<file path="src/rtl/rep_seq_pkg.sv">
// ---------------------------------------------------------------------------
// rep_seq_pkg
//   Shared definitions for the REP string-instruction sequencer:
//   rep_mode encodings, sequencer state encoding and the operand-size to
//   pointer-step table.
// ---------------------------------------------------------------------------
package rep_seq_pkg;

    // Pointer step values never exceed 8 bytes, so 4 bits hold any step.
    localparam int STEP_W = 4;

    typedef enum logic [1:0] {
        REP_NONE  = 2'b00,
        REP_REP   = 2'b01,
        REP_REPE  = 2'b10,
        REP_REPNE = 2'b11
    } rep_mode_e;

    typedef enum logic [1:0] {
        ST_IDLE    = 2'b00,
        ST_ISSUE   = 2'b01,
        ST_WAIT_ZF = 2'b10,
        ST_DONE    = 2'b11
    } seq_state_e;

    // Operand size code to byte step: 00=1, 01=2, 10=4, 11=8.
    function automatic logic [STEP_W-1:0] opsize_step(input logic [1:0] opsize);
        logic [STEP_W-1:0] step;
        case (opsize)
            2'b00:   step = 4'd1;
            2'b01:   step = 4'd2;
            2'b10:   step = 4'd4;
            default: step = 4'd8;
        endcase
        return step;
    endfunction

endpackage

</file>
<file path="src/rtl/rep_sequencer_ptr_step.sv">
// ---------------------------------------------------------------------------
// rep_ptr_step
//   Combinational pointer stepper. Adds or subtracts a byte step from a
//   pointer. In 16-bit addressing only bits [15:0] change (wrapping at
//   64 KiB) and the upper bits pass through; otherwise the full pointer
//   wraps modulo 2^ADDR_W.
// Ports
//   ptr_in   in  ADDR_W  current pointer
//   step     in  STEP_W  byte step (1/2/4/8)
//   dec      in  1       1 = subtract, 0 = add
//   addr16   in  1       16-bit wrap mode
//   ptr_out  out ADDR_W  stepped pointer
// ---------------------------------------------------------------------------
module rep_ptr_step
    import rep_seq_pkg::*;
#(
    parameter int ADDR_W = 32
) (
    input  logic [ADDR_W-1:0] ptr_in,
    input  logic [STEP_W-1:0] step,
    input  logic              dec,
    input  logic              addr16,
    output logic [ADDR_W-1:0] ptr_out
);

    logic [ADDR_W-1:0] step_ext;
    logic [ADDR_W-1:0] full_next;
    logic [15:0]       low_next;
    logic [15:0]       step16;

    assign step_ext  = {{(ADDR_W-STEP_W){1'b0}}, step};
    assign step16    = {{(16-STEP_W){1'b0}}, step};
    assign full_next = dec ? (ptr_in - step_ext) : (ptr_in + step_ext);
    assign low_next  = dec ? (ptr_in[15:0] - step16) : (ptr_in[15:0] + step16);

    always_comb begin
        if (addr16) begin
            ptr_out        = ptr_in;
            ptr_out[15:0]  = low_next;
        end else begin
            ptr_out = full_next;
        end
    end

endmodule

</file>
<file path="src/rtl/rep_sequencer.sv">
// ---------------------------------------------------------------------------
// rep_sequencer
//   Sequences REP / REPE / REPNE string instructions through the
//   register-read / address-gen stage. Latches count, SI/DI, operand size,
//   direction and addressing mode for one string op, issues one iteration per
//   downstream handshake while stepping the pointers, holds the front end
//   stalled until the loop ends by count or ZF, then strobes a writeback of
//   the remaining count and final pointers.
//
// Build option
//   REP_SEQ_INTR_EN : adds input intr_pending; a pending interrupt seen in
//                     ISSUE (without acceptance) or WAIT_ZF (without a
//                     matching ZF) ends the loop early with a writeback of
//                     the current state so the instruction can restart.
//
// Ports
//   clk, clr                    clock, asynchronous active-high reset
//   start_valid, rep_mode       string op present / REP prefix type
//   count_in, si_in, di_in      initial ECX / ESI / EDI
//   opsize, df, addr16          operand size, direction, 16-bit addressing
//   down_ready                  downstream accepts the current iteration
//   zf_valid, zf_tag, zf        ZF result returned from execute
//   flush                       synchronous pipeline flush
//   intr_pending                (REP_SEQ_INTR_EN only) interrupt request
//   busy_stall                  upstream hold, high whenever not IDLE
//   iter_valid/kill/last/tag    iteration handshake and attributes
//   iter_si, iter_di            pointers for the current iteration
//   wb_valid, wb_count          final writeback strobe and remaining count
//   wb_si, wb_di                final pointers
// ---------------------------------------------------------------------------
module rep_sequencer
    import rep_seq_pkg::*;
#(
    parameter int CNT_W  = 32,
    parameter int ADDR_W = 32,
    parameter int ID_W   = 7
) (
    input  logic              clk,
    input  logic              clr,
    input  logic              start_valid,
    input  logic [1:0]        rep_mode,
    input  logic [CNT_W-1:0]  count_in,
    input  logic [ADDR_W-1:0] si_in,
    input  logic [ADDR_W-1:0] di_in,
    input  logic [1:0]        opsize,
    input  logic              df,
    input  logic              addr16,
    input  logic              down_ready,
    input  logic              zf_valid,
    input  logic [ID_W-1:0]   zf_tag,
    input  logic              zf,
    input  logic              flush,
`ifdef REP_SEQ_INTR_EN
    input  logic              intr_pending,
`endif
    output logic              busy_stall,
    output logic              iter_valid,
    output logic              iter_kill,
    output logic              iter_last,
    output logic [ID_W-1:0]   iter_tag,
    output logic [ADDR_W-1:0] iter_si,
    output logic [ADDR_W-1:0] iter_di,
    output logic              wb_valid,
    output logic [CNT_W-1:0]  wb_count,
    output logic [ADDR_W-1:0] wb_si,
    output logic [ADDR_W-1:0] wb_di
);

    seq_state_e        state_q, state_d;
    rep_mode_e         mode_q, mode_d;
    logic [CNT_W-1:0]  cnt_q, cnt_d;
    logic [ADDR_W-1:0] si_q, si_d;
    logic [ADDR_W-1:0] di_q, di_d;
    logic [1:0]        opsize_q, opsize_d;
    logic              df_q, df_d;
    logic              a16_q, a16_d;
    // Set when the op started with a zero count: DONE first presents a
    // single killed iteration before the writeback strobe.
    logic              kill_q, kill_d;
    logic [ID_W-1:0]   tag_q, tag_d;
    logic [ID_W-1:0]   last_tag_q, last_tag_d;

    logic [CNT_W-1:0]  cnt_eff;
    logic [CNT_W-1:0]  cnt_dec;
    logic [ADDR_W-1:0] si_step;
    logic [ADDR_W-1:0] di_step;
    logic [STEP_W-1:0] step_bytes;
    logic              start_zero;
    logic              cnt_is_one;
    logic              zf_hit;
    logic              zf_exit;
    logic              intr_req;

`ifdef REP_SEQ_INTR_EN
    assign intr_req = intr_pending;
`else
    assign intr_req = 1'b0;
`endif

    assign step_bytes = opsize_step(opsize_q);

    rep_ptr_step #(.ADDR_W(ADDR_W)) u_si_step (
        .ptr_in  (si_q),
        .step    (step_bytes),
        .dec     (df_q),
        .addr16  (a16_q),
        .ptr_out (si_step)
    );

    rep_ptr_step #(.ADDR_W(ADDR_W)) u_di_step (
        .ptr_in  (di_q),
        .step    (step_bytes),
        .dec     (df_q),
        .addr16  (a16_q),
        .ptr_out (di_step)
    );

    // In 16-bit mode only CX counts; the upper count bits ride along unchanged.
    always_comb begin
        cnt_eff = '0;
        cnt_dec = cnt_q;
        if (a16_q) begin
            cnt_eff[15:0] = cnt_q[15:0];
            cnt_dec[15:0] = cnt_q[15:0] - 16'd1;
        end else begin
            cnt_eff = cnt_q;
            cnt_dec = cnt_q - CNT_W'(1);
        end
    end

    assign start_zero = addr16 ? (count_in[15:0] == 16'd0) : (count_in == '0);
    assign cnt_is_one = (cnt_eff == CNT_W'(1));
    // Only the ZF of the most recently issued iteration may end the loop.
    assign zf_hit     = zf_valid && (zf_tag == last_tag_q);
    assign zf_exit    = ((mode_q == REP_REPE) && !zf) || ((mode_q == REP_REPNE) && zf);

    // Outputs decode from registered state so a reset clears them at once.
    always_comb begin
        busy_stall = (state_q != ST_IDLE);
        iter_valid = 1'b0;
        iter_kill  = 1'b0;
        iter_last  = 1'b0;
        iter_tag   = '0;
        iter_si    = '0;
        iter_di    = '0;
        wb_valid   = 1'b0;
        wb_count   = '0;
        wb_si      = '0;
        wb_di      = '0;
        case (state_q)
            ST_ISSUE: begin
                iter_valid = 1'b1;
                iter_last  = cnt_is_one;
                iter_tag   = tag_q;
                iter_si    = si_q;
                iter_di    = di_q;
            end
            ST_DONE: begin
                if (kill_q) begin
                    iter_valid = 1'b1;
                    iter_kill  = 1'b1;
                    iter_last  = 1'b1;
                    iter_tag   = tag_q;
                    iter_si    = si_q;
                    iter_di    = di_q;
                end else if (!flush) begin
                    // A flush in the writeback cycle suppresses the strobe.
                    wb_valid = 1'b1;
                    wb_count = cnt_q;
                    wb_si    = si_q;
                    wb_di    = di_q;
                end
            end
            default: ;
        endcase
    end

    always_comb begin
        state_d    = state_q;
        mode_d     = mode_q;
        cnt_d      = cnt_q;
        si_d       = si_q;
        di_d       = di_q;
        opsize_d   = opsize_q;
        df_d       = df_q;
        a16_d      = a16_q;
        kill_d     = kill_q;
        tag_d      = tag_q;
        last_tag_d = last_tag_q;

        if (flush) begin
            state_d = ST_IDLE;
            kill_d  = 1'b0;
        end else begin
            case (state_q)
                ST_IDLE: begin
                    if (start_valid && (rep_mode != REP_NONE)) begin
                        mode_d   = rep_mode_e'(rep_mode);
                        cnt_d    = count_in;
                        si_d     = si_in;
                        di_d     = di_in;
                        opsize_d = opsize;
                        df_d     = df;
                        a16_d    = addr16;
                        kill_d   = start_zero;
                        state_d  = start_zero ? ST_DONE : ST_ISSUE;
                    end
                end
                ST_ISSUE: begin
                    if (down_ready) begin
                        if (cnt_eff != '0) begin
                            cnt_d = cnt_dec;
                        end
                        si_d       = si_step;
                        di_d       = di_step;
                        tag_d      = tag_q + ID_W'(1);
                        last_tag_d = tag_q;
                        if (cnt_eff <= CNT_W'(1)) begin
                            state_d = ST_DONE;
                        end else if (mode_q == REP_REP) begin
                            state_d = ST_ISSUE;
                        end else begin
                            state_d = ST_WAIT_ZF;
                        end
                    end else if (intr_req) begin
                        state_d = ST_DONE;
                    end
                end
                ST_WAIT_ZF: begin
                    if (zf_hit) begin
                        state_d = zf_exit ? ST_DONE : ST_ISSUE;
                    end else if (intr_req) begin
                        state_d = ST_DONE;
                    end
                end
                ST_DONE: begin
                    if (kill_q) begin
                        if (down_ready) begin
                            kill_d     = 1'b0;
                            tag_d      = tag_q + ID_W'(1);
                            last_tag_d = tag_q;
                        end
                    end else begin
                        state_d = ST_IDLE;
                    end
                end
                default: state_d = ST_IDLE;
            endcase
        end
    end

    always_ff @(posedge clk or posedge clr) begin
        if (clr) begin
            state_q    <= ST_IDLE;
            mode_q     <= REP_NONE;
            cnt_q      <= '0;
            si_q       <= '0;
            di_q       <= '0;
            opsize_q   <= 2'b00;
            df_q       <= 1'b0;
            a16_q      <= 1'b0;
            kill_q     <= 1'b0;
            tag_q      <= '0;
            last_tag_q <= '0;
        end else begin
            state_q    <= state_d;
            mode_q     <= mode_d;
            cnt_q      <= cnt_d;
            si_q       <= si_d;
            di_q       <= di_d;
            opsize_q   <= opsize_d;
            df_q       <= df_d;
            a16_q      <= a16_d;
            kill_q     <= kill_d;
            tag_q      <= tag_d;
            last_tag_q <= last_tag_d;
        end
    end

endmodule

</file>
<file path="config.mk">
export PLATFORM = sky130hd
export DESIGN_NAME = rep_sequencer
export DESIGN_NICKNAME = d
export VERILOG_FILES = /design/src/rtl/rep_seq_pkg.sv /design/src/rtl/rep_sequencer_ptr_step.sv /design/src/rtl/rep_sequencer.sv
export SDC_FILE = /design/constraint.sdc
export NUM_CORES = 1
export LEC_CHECK = 0
export ABC_AREA = 1
export CAP_MARGIN = 25
export CORE_MARGIN = 4
export CORE_UTILIZATION = 35
export CTS_BUF_LIST = sky130_fd_sc_hd__clkbuf_2 sky130_fd_sc_hd__clkbuf_4 sky130_fd_sc_hd__clkbuf_8
export DETAILED_ROUTE_END_ITERATION = 10
export DONT_BUFFER_PORTS = 1
export GPL_TIMING_DRIVEN = 1
export PLACE_DENSITY = 0.49
export SETUP_SLACK_MARGIN = 0.4
export SLEW_MARGIN = 25
export SYNTH_ARGS = -nofsm -noshare
export SYNTH_HDL_FRONTEND = slang
export SYNTH_SLANG_ARGS = --single-unit
</file>
<file path="constraint.sdc">
create_clock -name clk -period 5.3 [get_ports clk]
set_input_delay 1.06 -clock clk [delete_from_list [all_inputs] [get_ports clk]]
set_output_delay 1.06 -clock clk [all_outputs]
set_load 0.1 [all_outputs]
</file>
==> results.md <==
| Stage | Quantity | Reported |
| --- | --- | --- |
| run status | Status | finished, final reports clean |
| detailed routing | Via Count | 12600 |
| clocking | Number of buffers inserted during clock tree synthesis | 17 |
| detailed routing | Detail Route Antenna Nets | 0 |
| placed design | IO buf count | 0 |
| placed design | Placement-stage worst setup slack | 1.40 ns |
| critical path | Crit start category | flip-flop |
| yosys | EDFF count, synth | 0 |
| timing | Final TNS setup | 0 ns |
| clocking | Maximum clock insertion buffer count | 2 |
| clocking | Post-CTS clock slew at the launch and capture registers of the worst setup and hold paths | 0.10 ns |
| clocking | Number of clock sinks | 119 |
| timing | Count of final max-slew check failures | 0 |
| detailed routing | Vias per Instance | 5.06 |
| timing | Fmax achieved | 251 MHz |
| timing | # setup viols final | 0 |
| yosys | Cell area after technology mapping | 11500 µm² |
| global routing | Largest net degree at the start of global routing | 65 |
| finish | Ratio of cells with drive above 1 in the final layout | 19.9% |
| run | Maximum capacitance violations | 0 |
| detailed routing | Number of design rule violations left after detail routing | 0 |
| detailed routing | Average wire length per cell after detail routing | 16.9 µm |
| global routing | Global-route wire length before repair | 67000 µm |
| clocking | Number of buffers inserted by post-CTS setup repair | 0 |
| critical path | Max incr delay on CP | 0.59 ns |
| placed design | DPL Wire Length | 33200 µm |
| clocking | Clock network latency to the later pin of the worst-skew pair | 0.47 ns |
| detailed routing | First-pass DRT Iterations | 7 |
| timing | Unrepaired setup endpoints after global routing | no |
| floorplanning | Number of placement rows | 66 |
| critical path | Cell occurring most often along the worst timing path | buf_4 |
| timing | Maximum clock skew at final layout | 0.0249 ns |
| finish | Number of fill cells in the layout | 3528 |
| finish | Layout overhead on the synthesized area | 22.2% |
| clocking | TritonCTS clock tree | built |
| critical path | CP endpoint kind | output port |
| finish | Antenna diodes | 0 |
| yosys | Average cell area after synthesis | 6.07 µm² |
| critical path | Critical path class | flip-flop to output port |
| worst hold path | Worst hold-check path type | flip-flop to flip-flop |
| yosys | Commonest register cell after synthesis | dfrtp_1 |
| clocking | Hold-fix buffers, CTS | 0 |
| placed design | Placed instance area | 13700 µm² |
| floorplanning | Starting density of the core | 35.5% |
| clocking | Maximum level of the CTS H-tree | 4 |
| global routing | Via count of the first global-routing pass | 12500 |
| critical path | Critical path's slowest cell | buf_4 |
| global routing | Overflow left after global routing | 0 |
| clocking | Number of resized instances in the post-cts repair step | 0 |
| yosys | Synth Instances | 1895 |
| floorplanning | Number of top-level pins | 288 |
| finish | Net count, final | 2219 |
| critical path | Category of cells accounting for the largest share of critical-path delay | buffers and inverters |
| floorplanning | Die extent in x | 189 µm |
| detailed routing | Final wirelength | 42100 µm |
| timing | Final worst path period share | 75.3% |
| timing | Worst slew pin tran | 0.784 ns |
| timing | PnR worst setup slack | 1.31 ns |
| timing | Number of hold violations in the final report | 0 |
| yosys | Synth unique cells | 46 |
| floorplanning | Core area | 32500 µm² |
| yosys | Number of flip-flops and latches in the synthesized netlist | 119 |
| yosys | Net count after synthesis | 2074 |
| critical path | Critical-path cell list | nand2_1, nor3_4, buf_4, inv_6, buf_4, nor2_2, buf_4 |
| global routing | All-layer global routing usage | 23.2% |
| yosys | Portion of the post-synthesis area used by sequential elements | 25.9% |
| clocking | Cell at the root of the clock tree | clkbuf_8 |
| critical path | Required time at the endpoint of the critical path | 4.24 ns |
| global routing | Number of antenna violations at the first check in global routing | 4 |
| detailed routing | Drt first-iter violations | 637 |
| timing | Time the final worst path needs with I/O delays and setup | 3.99 ns |
| floorplanning | Die ar. | 35800 µm² |
| critical path | Buffering stage count on the worst path with inverters included | 4 |
| yosys | Share of flip-flops with an asynchronous set or reset | 100% |
| finish | Cell area after layout | 14100 µm² |
| yosys | Yosys warns | 0 |
| timing | Worst relative slew slack | 47.7% |
| critical path | Worst EP arrival | 2.93 ns |
| floorplanning | Vert. Die Dim | 189 µm |
| placed design | Final Wtd Congestion | 0.915 |
| critical path | Maximum fanout count along the critical path | 62 |
path summary, 6_finish.rpt:
kind / startpoint / to / slack (ns) / cells past startpoint
worst max-delay path: state_q[1]$_DFFE_PP0P_ / wb_count[5] / 1.31 / 7
worst min-delay path: last_tag_q[4]$_DFFE_PP0P_ / last_tag_q[4]$_DFFE_PP0P_ / 0.52 / 2
worst max register to register: state_q[0]$_DFFE_PP0P_ / cnt_q[17]$_DFFE_PP0P_ / 1.97 / 10
worst min register to register: last_tag_q[4]$_DFFE_PP0P_ / last_tag_q[4]$_DFFE_PP0P_ / 0.52 / 2
max in group asynchronous: clr / di_q[23]$_DFFE_PP0P_ / 3.69 / 2
min in group asynchronous: clr / cnt_q[27]$_DFFE_PP0P_ / 0.53 / 1
sequential cells by signal (all words and copies together) (netlist names), 2 cells and up:
name	flops
cnt_q	32
di_q	32
last_tag_q	7
mode_q	2
opsize_q	2
si_q	32
state_q	2
tag_q	7
layer usage:
metal / vias up / track usage (%) / routed length, µm
met1: 5806 / 29.6 / 18500
met5: - / 0 / 58
li1: 6417 / - / -
met4: 6 / 7.35 / 1140
met2: 328 / 39.4 / 20000
met3: 63 / 4.72 / 2380
cell families after synthesis:
kind of cell    after synthesis  synth area share [%]
simple gates                952                  34.0
compound gates              375                  18.6
buf+inv                     346                  11.5
flops                       119                  25.9
fa+ha+maj                    63                  6.85
xor+xnor                     36                  2.74
mux                           4                 0.370
layout by cell type, fill, tap and decap left out, drive strengths merged:
cell	instances
a211oi	1
a21boi	23
a21o	9
a21oi	129
a22oi	11
a31oi	14
and2	1
and3	4
buf	184
bufinv	1
clkbuf	19
clkinv	3
clkinvlp	2
dfrtp	119
ha	63
inv	295
mux2	2
mux2i	2
nand2	401
nand3	124
nand3b	5
nand4	10
nor2	367
nor3	24
nor3b	1
nor4	13
o211ai	13
o21a	5
o21ai	130
o21bai	17
o221ai	6
o22ai	13
o311ai	1
o31ai	3
or2	2
xnor2	7
xor2	29
layout make-up:
class	count	area (µm²)	area share (%)
Clock buffer	19	262	1.86
Clock inverter	13	135	0.961
Inverter	288	1090	7.74
Multi-Input combinational cell	1430	7650	54.4
Sequential cell	119	2980	21.2
Tap cell	442	553	3.93
Timing Repair Buffer	184	1390	9.91
synth_stat cells (4+ instances only):
library cell / count / area share [%]
a21boi_0: 8 / 0.52
a21boi_1: 15 / 0.98
a21o_1: 9 / 0.59
a21oi_1: 129 / 5.6
a22oi_1: 11 / 0.72
a31oi_1: 14 / 0.76
and3_1: 4 / 0.22
buf_2: 10 / 0.43
clkbuf_1: 43 / 1.4
dfrtp_1: 119 / 26
ha_1: 63 / 6.8
inv_1: 281 / 9.2
inv_2: 7 / 0.23
nand2_1: 400 / 13
nand3_1: 124 / 5.4
nand3b_1: 5 / 0.33
nand4_1: 10 / 0.54
nor2_1: 361 / 12
nor3_1: 21 / 0.91
nor4_1: 13 / 0.71
o211ai_1: 13 / 0.85
o21a_1: 5 / 0.33
o21ai_0: 119 / 5.2
o21ai_1: 10 / 0.43
o21bai_1: 17 / 1.1
o221ai_1: 6 / 0.46
o22ai_1: 13 / 0.71
xnor2_1: 7 / 0.53
xor2_1: 29 / 2.2
through the flow:
step	cells	hold slack, ns	util, %
floorplan	1895	0.461	-
global placement	2463	0.487	42.1
detailed placement	2463	0.495	42.1
CTS	2495	0.516	43.3
global route	2495	0.537	43.3
finish	2495	0.518	43.3
worst min-delay path: cells and delay by family, from the launching register on:
kind / cells / cell delay (ns)
DFF: 1 / 0.36
AOI/OAI and AO/OA: 1 / 0.06
and+or+nand+nor: 1 / 0.06
Power is left out: the tool's default activity adds up to more than one toggle a clock period on the data nets, which glitch-free logic cannot reach.
